===== src/rtl/serial_tx_arbiter.sv =====
// -----------------------------------------------------------------------------
// serial_tx_arbiter
//
// Shares a narrow serial transmit link between two requesters
// (0 = instruction fetch, 1 = data access). Each accepted request becomes
// one message: a single header cycle followed by the payload shifted out
// LSB-first, IO_BITS bits per cycle. Ties are resolved round-robin.
//
// Parameters:
//   IO_BITS   - link width (>= 2)
//   DATA_BITS - payload width (multiple of IO_BITS)
//
// Ports:
//   clk        in   clock, rising edge
//   rst_n      in   asynchronous active-low reset
//   req_valid  in   [1:0] request pending per requester
//   req_data0  in   payload of requester 0
//   req_data1  in   payload of requester 1
//   req_jump0  in   requester 0 jump flag, carried in the header
//   req_ready  out  [1:0] one-hot grant, combinational from req_valid/state
//   tx_pins    out  serial link data (registered)
//   tx_fetch   out  requester-0 header marker (registered)
//   tx_jump    out  requester-0 header with jump flag (registered)
//   busy       out  header or payload on the link (registered)
// -----------------------------------------------------------------------------
module serial_tx_arbiter #(
    parameter int IO_BITS   = 2,
    parameter int DATA_BITS = 16
) (
    input  logic                 clk,
    input  logic                 rst_n,
    input  logic [1:0]           req_valid,
    input  logic [DATA_BITS-1:0] req_data0,
    input  logic [DATA_BITS-1:0] req_data1,
    input  logic                 req_jump0,
    output logic [1:0]           req_ready,
    output logic [IO_BITS-1:0]   tx_pins,
    output logic                 tx_fetch,
    output logic                 tx_jump,
    output logic                 busy
);

    localparam int N      = DATA_BITS / IO_BITS;
    localparam int BEAT_W = (N > 1) ? $clog2(N) : 1;
    localparam logic [BEAT_W-1:0] LAST_BEAT = BEAT_W'(N - 1);

    localparam logic [1:0] ST_IDLE = 2'd0;
    localparam logic [1:0] ST_HDR  = 2'd1;
    localparam logic [1:0] ST_PAY  = 2'd2;

    // state_reg describes what is on the link during the current cycle.
    logic [1:0]           state_reg,      state_next;
    logic [BEAT_W-1:0]    beat_reg,       beat_next;
    logic [DATA_BITS-1:0] shift_reg,      shift_next;
    logic                 last_grant_reg, last_grant_next;
    logic [IO_BITS-1:0]   tx_pins_reg,    tx_pins_next;
    logic                 tx_fetch_reg,   tx_fetch_next;
    logic                 tx_jump_reg,    tx_jump_next;
    logic                 busy_reg,       busy_next;

    logic                 accept_slot;
    logic                 grant0;
    logic                 grant1;
    logic                 accept;
    logic                 grant_id;
    logic [DATA_BITS-1:0] payload_sel;
    logic [IO_BITS-1:0]   header_bits;

    // The last payload beat doubles as an accept slot so messages can run
    // back-to-back without an idle cycle in between.
    assign accept_slot = (state_reg == ST_IDLE) ||
                         ((state_reg == ST_PAY) && (beat_reg == LAST_BEAT));

    // last_grant_reg = 1 means requester 1 was granted most recently, so
    // requester 0 wins the next tie.
    assign grant0 = req_valid[0] & (~req_valid[1] |  last_grant_reg);
    assign grant1 = req_valid[1] & (~req_valid[0] | ~last_grant_reg);

    // Gated with rst_n so the grant reads 0 while reset is held, even though
    // the state register already sits in IDLE.
    assign req_ready = (accept_slot && rst_n) ? {grant1, grant0} : 2'b00;

    assign accept      = |req_ready;
    assign grant_id    = req_ready[1];
    assign payload_sel = grant_id ? req_data1 : req_data0;

    // Header: start marker in the MSB, requester id in the LSB, zeros between.
    for (genvar gi = 0; gi < IO_BITS; gi++) begin : g_hdr
        if (gi == IO_BITS - 1) begin : g_mark
            assign header_bits[gi] = 1'b1;
        end else if (gi == 0) begin : g_id
            assign header_bits[gi] = grant_id;
        end else begin : g_zero
            assign header_bits[gi] = 1'b0;
        end
    end

    always_comb begin
        state_next      = state_reg;
        beat_next       = beat_reg;
        shift_next      = shift_reg;
        last_grant_next = last_grant_reg;
        tx_pins_next    = '0;
        tx_fetch_next   = 1'b0;
        tx_jump_next    = 1'b0;
        busy_next       = 1'b0;

        if (accept) begin
            state_next      = ST_HDR;
            beat_next       = '0;
            shift_next      = payload_sel;
            last_grant_next = grant_id;
            tx_pins_next    = header_bits;
            tx_fetch_next   = ~grant_id;
            // The jump flag only belongs to fetch messages.
            tx_jump_next    = ~grant_id & req_jump0;
            busy_next       = 1'b1;
        end else begin
            case (state_reg)
                ST_HDR: begin
                    // Present payload beat 0 next cycle.
                    state_next   = ST_PAY;
                    beat_next    = '0;
                    tx_pins_next = shift_reg[IO_BITS-1:0];
                    shift_next   = shift_reg >> IO_BITS;
                    busy_next    = 1'b1;
                end
                ST_PAY: begin
                    if (beat_reg != LAST_BEAT) begin
                        beat_next    = beat_reg + 1'b1;
                        tx_pins_next = shift_reg[IO_BITS-1:0];
                        shift_next   = shift_reg >> IO_BITS;
                        busy_next    = 1'b1;
                    end else begin
                        // Last beat with no new request: link goes quiet.
                        state_next = ST_IDLE;
                    end
                end
                default: begin
                    state_next = ST_IDLE;
                end
            endcase
        end
    end

    always_ff @(posedge clk or negedge rst_n) begin
        if (!rst_n) begin
            state_reg      <= ST_IDLE;
            beat_reg       <= '0;
            shift_reg      <= '0;
            last_grant_reg <= 1'b1;
            tx_pins_reg    <= '0;
            tx_fetch_reg   <= 1'b0;
            tx_jump_reg    <= 1'b0;
            busy_reg       <= 1'b0;
        end else begin
            state_reg      <= state_next;
            beat_reg       <= beat_next;
            shift_reg      <= shift_next;
            last_grant_reg <= last_grant_next;
            tx_pins_reg    <= tx_pins_next;
            tx_fetch_reg   <= tx_fetch_next;
            tx_jump_reg    <= tx_jump_next;
            busy_reg       <= busy_next;
        end
    end

    assign tx_pins  = tx_pins_reg;
    assign tx_fetch = tx_fetch_reg;
    assign tx_jump  = tx_jump_reg;
    assign busy     = busy_reg;

endmodule


===== config.mk =====
export PLATFORM = sky130hd
export DESIGN_NAME = serial_tx_arbiter
export DESIGN_NICKNAME = d
export VERILOG_FILES = /design/src/rtl/serial_tx_arbiter.sv
export SDC_FILE = /design/constraint.sdc
export NUM_CORES = 1
export LEC_CHECK = 0
export ABC_CLOCK_PERIOD_IN_PS = 3800
export BUFFER_PORTS_ARGS = -buffer_cell sky130_fd_sc_hd__buf_2
export CAP_MARGIN = 5
export CORE_MARGIN = 2
export CORE_UTILIZATION = 55
export CTS_CLUSTER_DIAMETER = 200
export DETAILED_ROUTE_END_ITERATION = 10
export HOLD_SLACK_MARGIN = 0.02
export PLACE_DENSITY = 0.88
export SKIP_CTS_REPAIR_TIMING = 1
export SLEW_MARGIN = 20
export SYNTH_ARGS = -nofsm -noshare
export SYNTH_HDL_FRONTEND = slang
export SYNTH_SLANG_ARGS = --single-unit

===== constraint.sdc =====
create_clock -name clk -period 3.8 [get_ports clk]
set_input_delay 0.38 -clock clk [delete_from_list [all_inputs] [get_ports clk]]
set_output_delay 0.38 -clock clk [all_outputs]
set_load 0.005 [all_outputs]

==> results of run 1 <==
report_power, final:
group          total, mW  leakage [nW]  internal (mW)  switching, mW
clock              0.126        0.0177         0.0396         0.0859
combinational      0.670         0.471          0.301          0.369
sequential         0.491         0.333          0.420         0.0705
total               1.29         0.822          0.761          0.525
cells by family after synthesis:
group                    after synthesis  share of synthesized area [%]
AND/OR/NAND/NOR                       24                           9.56
flip-flops                            27                           42.7
XOR/XNOR                               1                          0.553
buffers and inverters                 16                           7.35
multiplexers                           4                           2.69
AO/OA/AOI/OAI                         70                           33.2
adder cells (fa/ha/maj)                5                           3.95
stage by stage:
stage                     cell area (um^2)  hold WS, ns
after floorplan                       1580       0.0844
after global placement                1730        0.438
after detailed placement              1730        0.447
after CTS                             1760       0.0795
after global routing                  1760       0.0930
final                                 1760       0.0563
synth_stat cells, drive strengths merged, types with 2 or more instances:
master | count | share of area (%)
nor2 | 6 | 1.4
ha | 5 | 3.9
a21o | 2 | 1.4
nand4 | 2 | 0.79
mux2 | 2 | 1.4
o21a | 14 | 6.6
o22ai | 14 | 7.5
a22oi | 2 | 0.95
a21oi | 16 | 5.1
inv | 3 | 0.71
nand2 | 5 | 1.3
nor2b | 2 | 1.3
nand3 | 2 | 1.4
buf | 12 | 6.4
o21ai | 6 | 2.1
dfrtp | 26 | 41
nand2b | 4 | 2.1
mux2i | 2 | 1.3
a32oi | 14 | 7.7
critical path, delay by kind of cell (launching register included):
family                     cells  cell delay [ns]
buffers and inverters          1             0.15
and+or+nand+nor                2             0.21
adders and majority gates      2             0.49
AOI/OAI and AO/OA              1             0.28
DFF                            1             0.43
layer usage:
layer / GRT usage [%] / vias up / share of wire [%]
li1: - / 631 / -
met1: 28.4 / 630 / 42
met2: 39.1 / 43 / 51
met3: 3.79 / 5 / 5.4
met4: 7.97 / 0 / 1.3
met5: 0 / - / 0
layout make-up:
type / instances / area, um^2 / share of cell area (%)
Clock buffer: 3 / 22.5 / 1.28
Clock inverter: 1 / 5.00 / 0.284
Inverter: 3 / 11.3 / 0.640
Multi-Input combinational cell: 104 / 791 / 44.9
Sequential cell: 27 / 677 / 38.5
Tap cell: 31 / 38.8 / 2.20
Timing Repair Buffer: 43 / 215 / 12.2
worst max path at each step:
stage | cells after the start | endpoint | slack (ns)
after global placement | 5 | shift_reg[4]$_DFFE_PN0P_ | 1.76
final | 6 | req_ready[0] | 1.53
after CTS | 6 | req_ready[0] | 1.52
after global routing | 6 | req_ready[0] | 1.38
after detailed placement | 5 | shift_reg[10]$_DFFE_PN0P_ | 1.65
after floorplan | 8 | shift_reg[10]$_DFFE_PN0P_ | 2.06
placed cells by master, fill, tap and decap left out, types with 2 or more instances in the layout:
cell type,n
buf_2,43
dfrtp_1,26
a21oi_1,16
a32oi_1,14
o21a_1,14
o22ai_1,9
nor2_1,6
o22ai_2,5
ha_1,5
nand2_1,4
inv_1,3
o21ai_0,3
nand2b_1,3
clkbuf_4,3
mux2_2,2
a22oi_1,2
mux2i_1,2
nand4_1,2
o21ai_1,2
==> flow_summary.yaml, run 1 <==
outcome:
  status: "finished clean"
layout:
  diodes: 0
  largest_register_ffs: 16
  nFillCells: 247
  post-route-util_pct: 63.8
  drive_gt1_share_pct: 34.3
  syn2layout_area_growth_pct: 11.1
  final_cells: 212
  layout.nets: 224
routing:
  viasPerCell: 6.17
  drt-total-wl_um: 3280
  wire_per_inst_um: 15.5
  dr.pass1.iters: 4
  postRouteAntennaNets: 0
  vias: 1309
  drt_iter0_drc: 38
  route.detailed.drc: 0
timing:
  rsz0062_at_grt: "no"
  setup_viol: 0
  relSlewSlack_pct: 51.7
  period_minus_slack_ns: 2.27
  hold_viol_final: 0
  final_max_slew_viol_count: 0
  fmax_mhz: 441
  worst_pin_slew_ns: 0.724
  layout_setup_ws_ns: 1.53
  skew_ns: 0.00279
  setup_tns_ns: 0
  fin_crit_sh_pct: 59.7
setup_path:
  critical_path_class: "register to primary output"
  r2r-start: "beat_reg[0]$_DFFE_PN0P_"
  worstPathMaxFanout: 6
  cp_slowest_cell: "dfrtp_1"
  crit_start: "beat_reg[0]$_DFFE_PN0P_"
  crit_chain: "ha_1 > ha_1 > a21o_4 > nand3_1 > nor2_1 > buf_2"
  startpoint_type: "register"
  reg2reg_depth: 5
  slowest_delay_ns: 0.43
  r2r_slack_ns: 1.63
  cp_common_cell: "ha_1"
  endpoint_kind: "primary output"
  required_ns: 3.42
  critPathArrivalTime_ns: 1.89
  r2r-end: "shift_reg[1]$_DFFE_PN0P_"
pwr:
  ir_drop_mv: 0.474
  leakage_nw: 0.822
  powerDensity_mw_per_mm2: 731
  power_mw: 1.29
global_route:
  grt_pass1_wl_um: 5910
  antenna_found_initial: 0
  grt_remaining_overflow: 0
  grt_usage_pct: 22.6
  first_global_vias: 1367
  grt_max_degree: 32
floorplanning:
  core-area_mm2: 0.00276
  rows: 19
  die_area_mm2: 0.00333
  die_h_um: 57.7
  boundaryPins: 44
  die_w_um: 57.7
  start_util_pct: 57.4
min_path:
  worstHoldPathType: "primary input to asynchronous set/reset pin"
synthesis:
  avgSynthCellArea_um2: 10.8
  ys_ff_latch: 27
  yosysSeqAreaShare_pct: 42.7
  synth_area_mm2: 0.00158
  syn-instance-count: 147
  ys_warn_count: 0
  synthArstFlopShare_pct: 100
  synth_edf_count: 0
  synth_fp_nets: 189
  ys.flop_type: "dfrtp_1"
  yosys.cell_types.count: 37
placement:
  numPortBuffers: 43
  gp_congestion: 0.802
  dp_slack_ns: 1.65
  place_inst: 208
  detailed_place_hpwl_um: 2310
clock_network:
  cts_inserted_buffers: 3
  ctsRootBufferMaster: "clkbuf_4"
  clkSlewWorstSetupHoldPaths_ns: 0.14
  clock-sinks: 27
  clk_latency_ns: 0.33
  htree_levels: 1
  cts_buffer_depth: 2
  cts_tree: "done"
flow_run:
  cap_violations: 0
No activity file was read; power rests on OpenSTA's default activity.
==> run 2: changes to the inputs <==
--- a/config.mk
+++ b/config.mk
@@ -5,15 +5,15 @@
 export SDC_FILE = /design/constraint.sdc
 export NUM_CORES = 1
 export LEC_CHECK = 0
-export ABC_CLOCK_PERIOD_IN_PS = 3800
+export ABC_CLOCK_PERIOD_IN_PS = 2000
 export BUFFER_PORTS_ARGS = -buffer_cell sky130_fd_sc_hd__buf_2
 export CAP_MARGIN = 5
 export CORE_MARGIN = 2
-export CORE_UTILIZATION = 55
+export CORE_UTILIZATION = 47
 export CTS_CLUSTER_DIAMETER = 200
 export DETAILED_ROUTE_END_ITERATION = 10
 export HOLD_SLACK_MARGIN = 0.02
-export PLACE_DENSITY = 0.88
+export PLACE_DENSITY = 0.81
 export SKIP_CTS_REPAIR_TIMING = 1
 export SLEW_MARGIN = 20
 export SYNTH_ARGS = -nofsm -noshare
==> constraint.sdc (replaced) <==
create_clock -name clk -period 2 [get_ports clk]
set_input_delay 0.2 -clock clk [delete_from_list [all_inputs] [get_ports clk]]
set_output_delay 0.2 -clock clk [all_outputs]
set_load 0.005 [all_outputs]
==> run 2 against run 1 <==
- core utilization is 5.9 points lower
- via count is 2.4% higher
- non-clock buffer count is 9 higher
- cell count is 11% higher
- combinational power is 110% higher
- worst hold slack better by 0.027 ns
- first-iteration DRC count grew to 2.7 times the previous value
- register-to-register slack worse by 1.4 ns
- flip-flop and latch count stayed put
- count of clock-buffer cells in the layout stayed put
- clock skew is 0.0014 ns higher
- largest power group unchanged
- critical path depth is 1 lower
- critical path type unchanged
==> flow_summary.yaml, run 2 (synthesis gave the netlist of run 1 again) <==
outcome:
  status: "finished clean"
timing:
  setup_viol: 0
  rsz0062_at_grt: "no"
  final_max_slew_viol_count: 0
  hold_viol_final: 0
  worst_pin_slew_ns: 0.504
  skew_ns: 0.00423
  layout_setup_ws_ns: 0.0722
  relSlewSlack_pct: 66.3
  fmax_mhz: 519
  fin_crit_sh_pct: 96.4
  period_minus_slack_ns: 1.93
routing:
  wire_per_inst_um: 14.7
  route.detailed.drc: 0
  postRouteAntennaNets: 0
  viasPerCell: 5.68
  drt_iter0_drc: 101
  dr.pass1.iters: 4
  vias: 1340
  drt-total-wl_um: 3460
global_route:
  grt_pass1_wl_um: 5800
  grt_usage_pct: 20.3
  grt_max_degree: 20
  first_global_vias: 1240
  antenna_found_initial: 0
  grt_remaining_overflow: 0
layout:
  final_cells: 236
  drive_gt1_share_pct: 39.5
  layout.nets: 233
  layout_common_cells: "43 x buf_2, 26 x dfrtp_1, 16 x a21oi_1"
  post-route-util_pct: 58.0
  diodes: 0
  syn2layout_area_growth_pct: 20.2
  largest_register_ffs: 16
  post-route-cell-area_mm2: 0.00190
  layout_commonest_cell: "buf_2"
clock_network:
  cts_inserted_buffers: 3
  htree_levels: 1
  clock-sinks: 27
  cts_tree: "done"
  clk_latency_ns: 0.32
  clkSlewWorstSetupHoldPaths_ns: 0.15
  cts_buffer_depth: 2
  ctsRootBufferMaster: "clkbuf_4"
min_path:
  hold_start: "req_jump0"
  worstHoldPathType: "primary input to register"
  hold_end: "tx_jump$_DFF_PN0_"
  holdPathStages: 2
floorplanning:
  die_h_um: 62.1
  die_area_mm2: 0.00385
  core-area_mm2: 0.00328
  boundaryPins: 44
  die_w_um: 62.1
  rows: 21
  start_util_pct: 48.2
setup_path:
  worstPathMaxFanout: 6
  reg2reg_depth: 7
  endpoint_kind: "primary output"
  crit_chain: "ha_2 > ha_4 > a21o_4 > and3_1 > buf_2"
  cp_num_cells: 5
  cp_slowest_cell: "dfrtp_1"
  critPathArrivalTime_ns: 1.73
  crit_family: "flip-flops"
  required_ns: 1.80
  crit_buf_inv: 1
  r2r_slack_ns: 0.26
  critical_path_class: "register to primary output"
  startpoint_type: "register"
  r2r-end: "shift_reg[8]$_DFFE_PN0P_"
  slowest_delay_ns: 0.44
  r2r-start: "beat_reg[0]$_DFFE_PN0P_"
pwr:
  leakage_nw: 0.862
  ir_drop_mv: 0.528
  powerDensity_mw_per_mm2: 1360
placement:
  gp_congestion: 0.780
  detailed_place_hpwl_um: 2530
  numPortBuffers: 43
  dp_slack_ns: 0.190
  place_inst: 231
  placed_cell_area_mm2: 0.00182
flow_run:
  cap_violations: 0
-- run 2: how the worst max path moves through the flow --
| stage | from | endpoint | slack, ns |
|---|---|---|---|
| floorplan | beat_reg[0]$_DFFE_PN0P_ | shift_reg[10]$_DFFE_PN0P_ | 0.26 |
| global placement | beat_reg[0]$_DFFE_PN0P_ | shift_reg[5]$_DFFE_PN0P_ | 0.25 |
| detailed placement | beat_reg[0]$_DFFE_PN0P_ | shift_reg[8]$_DFFE_PN0P_ | 0.19 |
| CTS | beat_reg[0]$_DFFE_PN0P_ | req_ready[0] | -0.10 |
| global route | beat_reg[0]$_DFFE_PN0P_ | req_ready[0] | 0.007 |
| finish | beat_reg[0]$_DFFE_PN0P_ | req_ready[1] | 0.07 |
-- run 2: report_power, final --
| part | leakage [nW] | internal [mW] | switching, mW |
|---|---|---|---|
| clock | 0.0139 | 0.0764 | 0.167 |
| sequential | 0.333 | 0.798 | 0.134 |
| combinational | 0.514 | 0.669 | 0.749 |
| total | 0.862 | 1.54 | 1.05 |
-- run 2: layout make-up --
class / instances / area (um^2)
Sequential cell: 27 / 677
Tap cell: 46 / 57.6
Fill cell: 287 / 1380
Timing Repair Buffer: 52 / 298
Clock inverter: 1 / 7.51
Clock buffer: 3 / 22.5
Inverter: 3 / 11.3
Multi-Input combinational cell: 104 / 831
-- run 2: per-layer routing --
layer | wire, um | global-route usage [%] | part of all wire (%) | up-vias
li1 | - | - | - | 648
met1 | 1580 | 28.8 | 46 | 650
met2 | 1690 | 31.5 | 49 | 40
met3 | 173 | 3.73 | 5.0 | 2
met4 | 19 | 6.08 | 0.55 | 0
met5 | 0 | 0 | 0 | -
-- run 2: per-stage QoR --
step / setup TNS [ns] / hold WS (ns) / power, mW
floorplan: 0 / -0.0956 / 2.04
global placement: 0 / 0.0499 / 2.27
detailed placement: 0 / 0.0531 / 2.32
CTS: -0.141 / -0.317 / 2.57
global route: 0 / 0.0581 / 2.82
finish: 0 / 0.0830 / 2.59
==> run 3: changes to the inputs <==
--- a/config.mk
+++ b/config.mk
@@ -8,7 +8,7 @@
 export ABC_CLOCK_PERIOD_IN_PS = 2000
 export BUFFER_PORTS_ARGS = -buffer_cell sky130_fd_sc_hd__buf_2
 export CAP_MARGIN = 5
-export CORE_MARGIN = 2
+export CORE_MARGIN = 4
 export CORE_UTILIZATION = 47
 export CTS_CLUSTER_DIAMETER = 200
 export DETAILED_ROUTE_END_ITERATION = 10
==> run 3 against run 2 <==
- critical path depth unchanged
- register-to-register slack got worse by 0.04 ns
- non-clock buffer count unchanged
- count of clock-buffer cells in the layout unchanged
- worst hold slack got worse by 0.0069 ns
- core utilization increased by 2.3 points
- sequential share of layout area increased by 0.38 points
- combinational power about the same
- cell area decreased by 1.1%
- first-iteration DRC count decreased by 53%
- maximum frequency about the same
- die area increased by 13%
- critical path type unchanged
- critical endpoint unchanged
- highest routed layer unchanged
==> flow_summary.yaml, run 3 (synthesis gave the netlist of run 1 again) <==
global_route:
  grt_remaining_overflow: 0
  grt_max_degree: 18
  first_global_vias: 1382
  antenna_found_initial: 0
  grt_pass1_wl_um: 6090
  grt_usage_pct: 17.8
floorplanning:
  core-area_mm2: 0.00313
  die_area_mm2: 0.00436
  boundaryPins: 44
  die_h_um: 66.1
  rows: 20
  start_util_pct: 50.6
  die_w_um: 66.1
layout:
  post-route-util_pct: 60.2
  nFillCells: 272
  diodes: 0
  syn2layout_area_growth_pct: 19.0
  layout_common_cells: "43 x buf_2, 26 x dfrtp_1, 16 x a21oi_1"
  regArea_um2: 677
  layout.nets: 233
  final_cells: 234
  largest_register_ffs: 16
  layout_commonest_cell: "buf_2"
  drive_gt1_share_pct: 39.5
  multiInputGateArea_um2: 826
timing:
  final_max_slew_viol_count: 0
  relSlewSlack_pct: 60.8
  skew_ns: 0.00568
  setup_tns_ns: 0
  worst_pin_slew_ns: 0.588
  fin_crit_sh_pct: 96.3
  setup_viol: 0
  layout_setup_ws_ns: 0.0735
  hold_viol_final: 0
  holdWs_ns: 0.0762
  period_minus_slack_ns: 1.93
  fmax_mhz: 519
outcome:
  status: "finished clean"
setup_path:
  slowest_delay_ns: 0.43
  crit_family: "flip-flops"
  critical_path_class: "register to primary output"
  worstPathMaxFanout: 6
  startpoint_type: "register"
  crit_chain: "ha_2 > ha_4 > a21o_4 > and3_1 > buf_2"
  critPathArrivalTime_ns: 1.73
  required_ns: 1.80
  r2r_slack_ns: 0.22
  endpoint_kind: "primary output"
  crit_buf_inv: 1
  cp_slowest_cell: "dfrtp_1"
routing:
  route.detailed.drc: 0
  dr.pass1.iters: 4
  drt-total-wl_um: 3700
  viasPerCell: 5.71
  wire_per_inst_um: 15.8
  postRouteAntennaNets: 0
  drt_iter0_drc: 47
  vias: 1336
clock_network:
  cts_buffer_depth: 2
  clock-sinks: 27
  htree_levels: 1
  clk_latency_ns: 0.33
  ctsRootBufferMaster: "clkbuf_4"
  cts_tree: "done"
  clkSlewWorstSetupHoldPaths_ns: 0.15
  cts_inserted_buffers: 3
placement:
  gp_congestion: 0.789
  place_inst: 228
  detailed_place_hpwl_um: 2720
  numPortBuffers: 43
  dp_slack_ns: 0.130
flow_run:
  cap_violations: 0
min_path:
  worstHoldPathType: "primary input to register"
pwr:
  powerDensity_mw_per_mm2: 1370
  ir_drop_mv: 0.535
  leakage_nw: 0.855
-- run 3: cell types whose count changed in the layout (fill, tap and decap cells not counted) --
cell and delta:
nor2_4 -1, buf_4 +1, nor2_2 +1, buf_12 -1
-- run 3: path summary, 6_finish.rpt --
kind / start / to / cells after the start
worst min-delay path: req_jump0 / tx_jump$_DFF_PN0_ / 2
max in group asynchronous: rst_n / shift_reg[13]$_DFFE_PN0P_ / 3
worst max-delay path: beat_reg[0]$_DFFE_PN0P_ / req_ready[1] / 5
worst min register to register: shift_reg[13]$_DFFE_PN0P_ / shift_reg[13]$_DFFE_PN0P_ / 1
worst max register to register: state_reg[0]$_DFFE_PN0P_ / shift_reg[7]$_DFFE_PN0P_ / 7
min in group asynchronous: rst_n / shift_reg[0]$_DFFE_PN0P_ / 2
-- run 3: cell type report --
cell class,instances,share of cell area (%)
Timing Repair Buffer,52,15.1
Clock inverter,1,0.398
Clock buffer,3,1.20
Multi-Input combinational cell,104,43.8
Tap cell,44,2.92
Inverter,3,0.598
Sequential cell,27,35.9
-- run 3: routing by layer --
| layer | routed length (um) | track usage (%) | vias up |
|---|---|---|---|
| met3 | 180 | 2.55 | 6 |
| li1 | - | - | 644 |
| met5 | 0 | 0 | - |
| met1 | 1590 | 21.8 | 640 |
| met2 | 1860 | 31.4 | 46 |
| met4 | 66 | 6.35 | 0 |
-- run 3: per-stage QoR --
| step | cell area, um^2 | total power [mW] |
|---|---|---|
| after floorplan | 1580 | 2.04 |
| after global placement | 1800 | 2.23 |
| after detailed placement | 1800 | 2.31 |
| after CTS | 1830 | 2.56 |
| after global routing | 1880 | 2.79 |
| final | 1880 | 2.58 |
-- run 3: worst register-to-register path: stages (launching register included) --
cell and delay [ns]:
dfrtp_1 0.41, inv_1 0.14, ha_4 0.21, nand2b_1 0.27
buf_4 0.24, a21oi_1 0.09, o22ai_1 0.21, o21a_1 0.17
-- run 3: power breakdown --
part	total (mW)	internal [mW]	switching (mW)	leakage, nW
clock	0.243	0.0765	0.166	0.0139
combinational	1.41	0.650	0.760	0.508
sequential	0.931	0.797	0.134	0.333
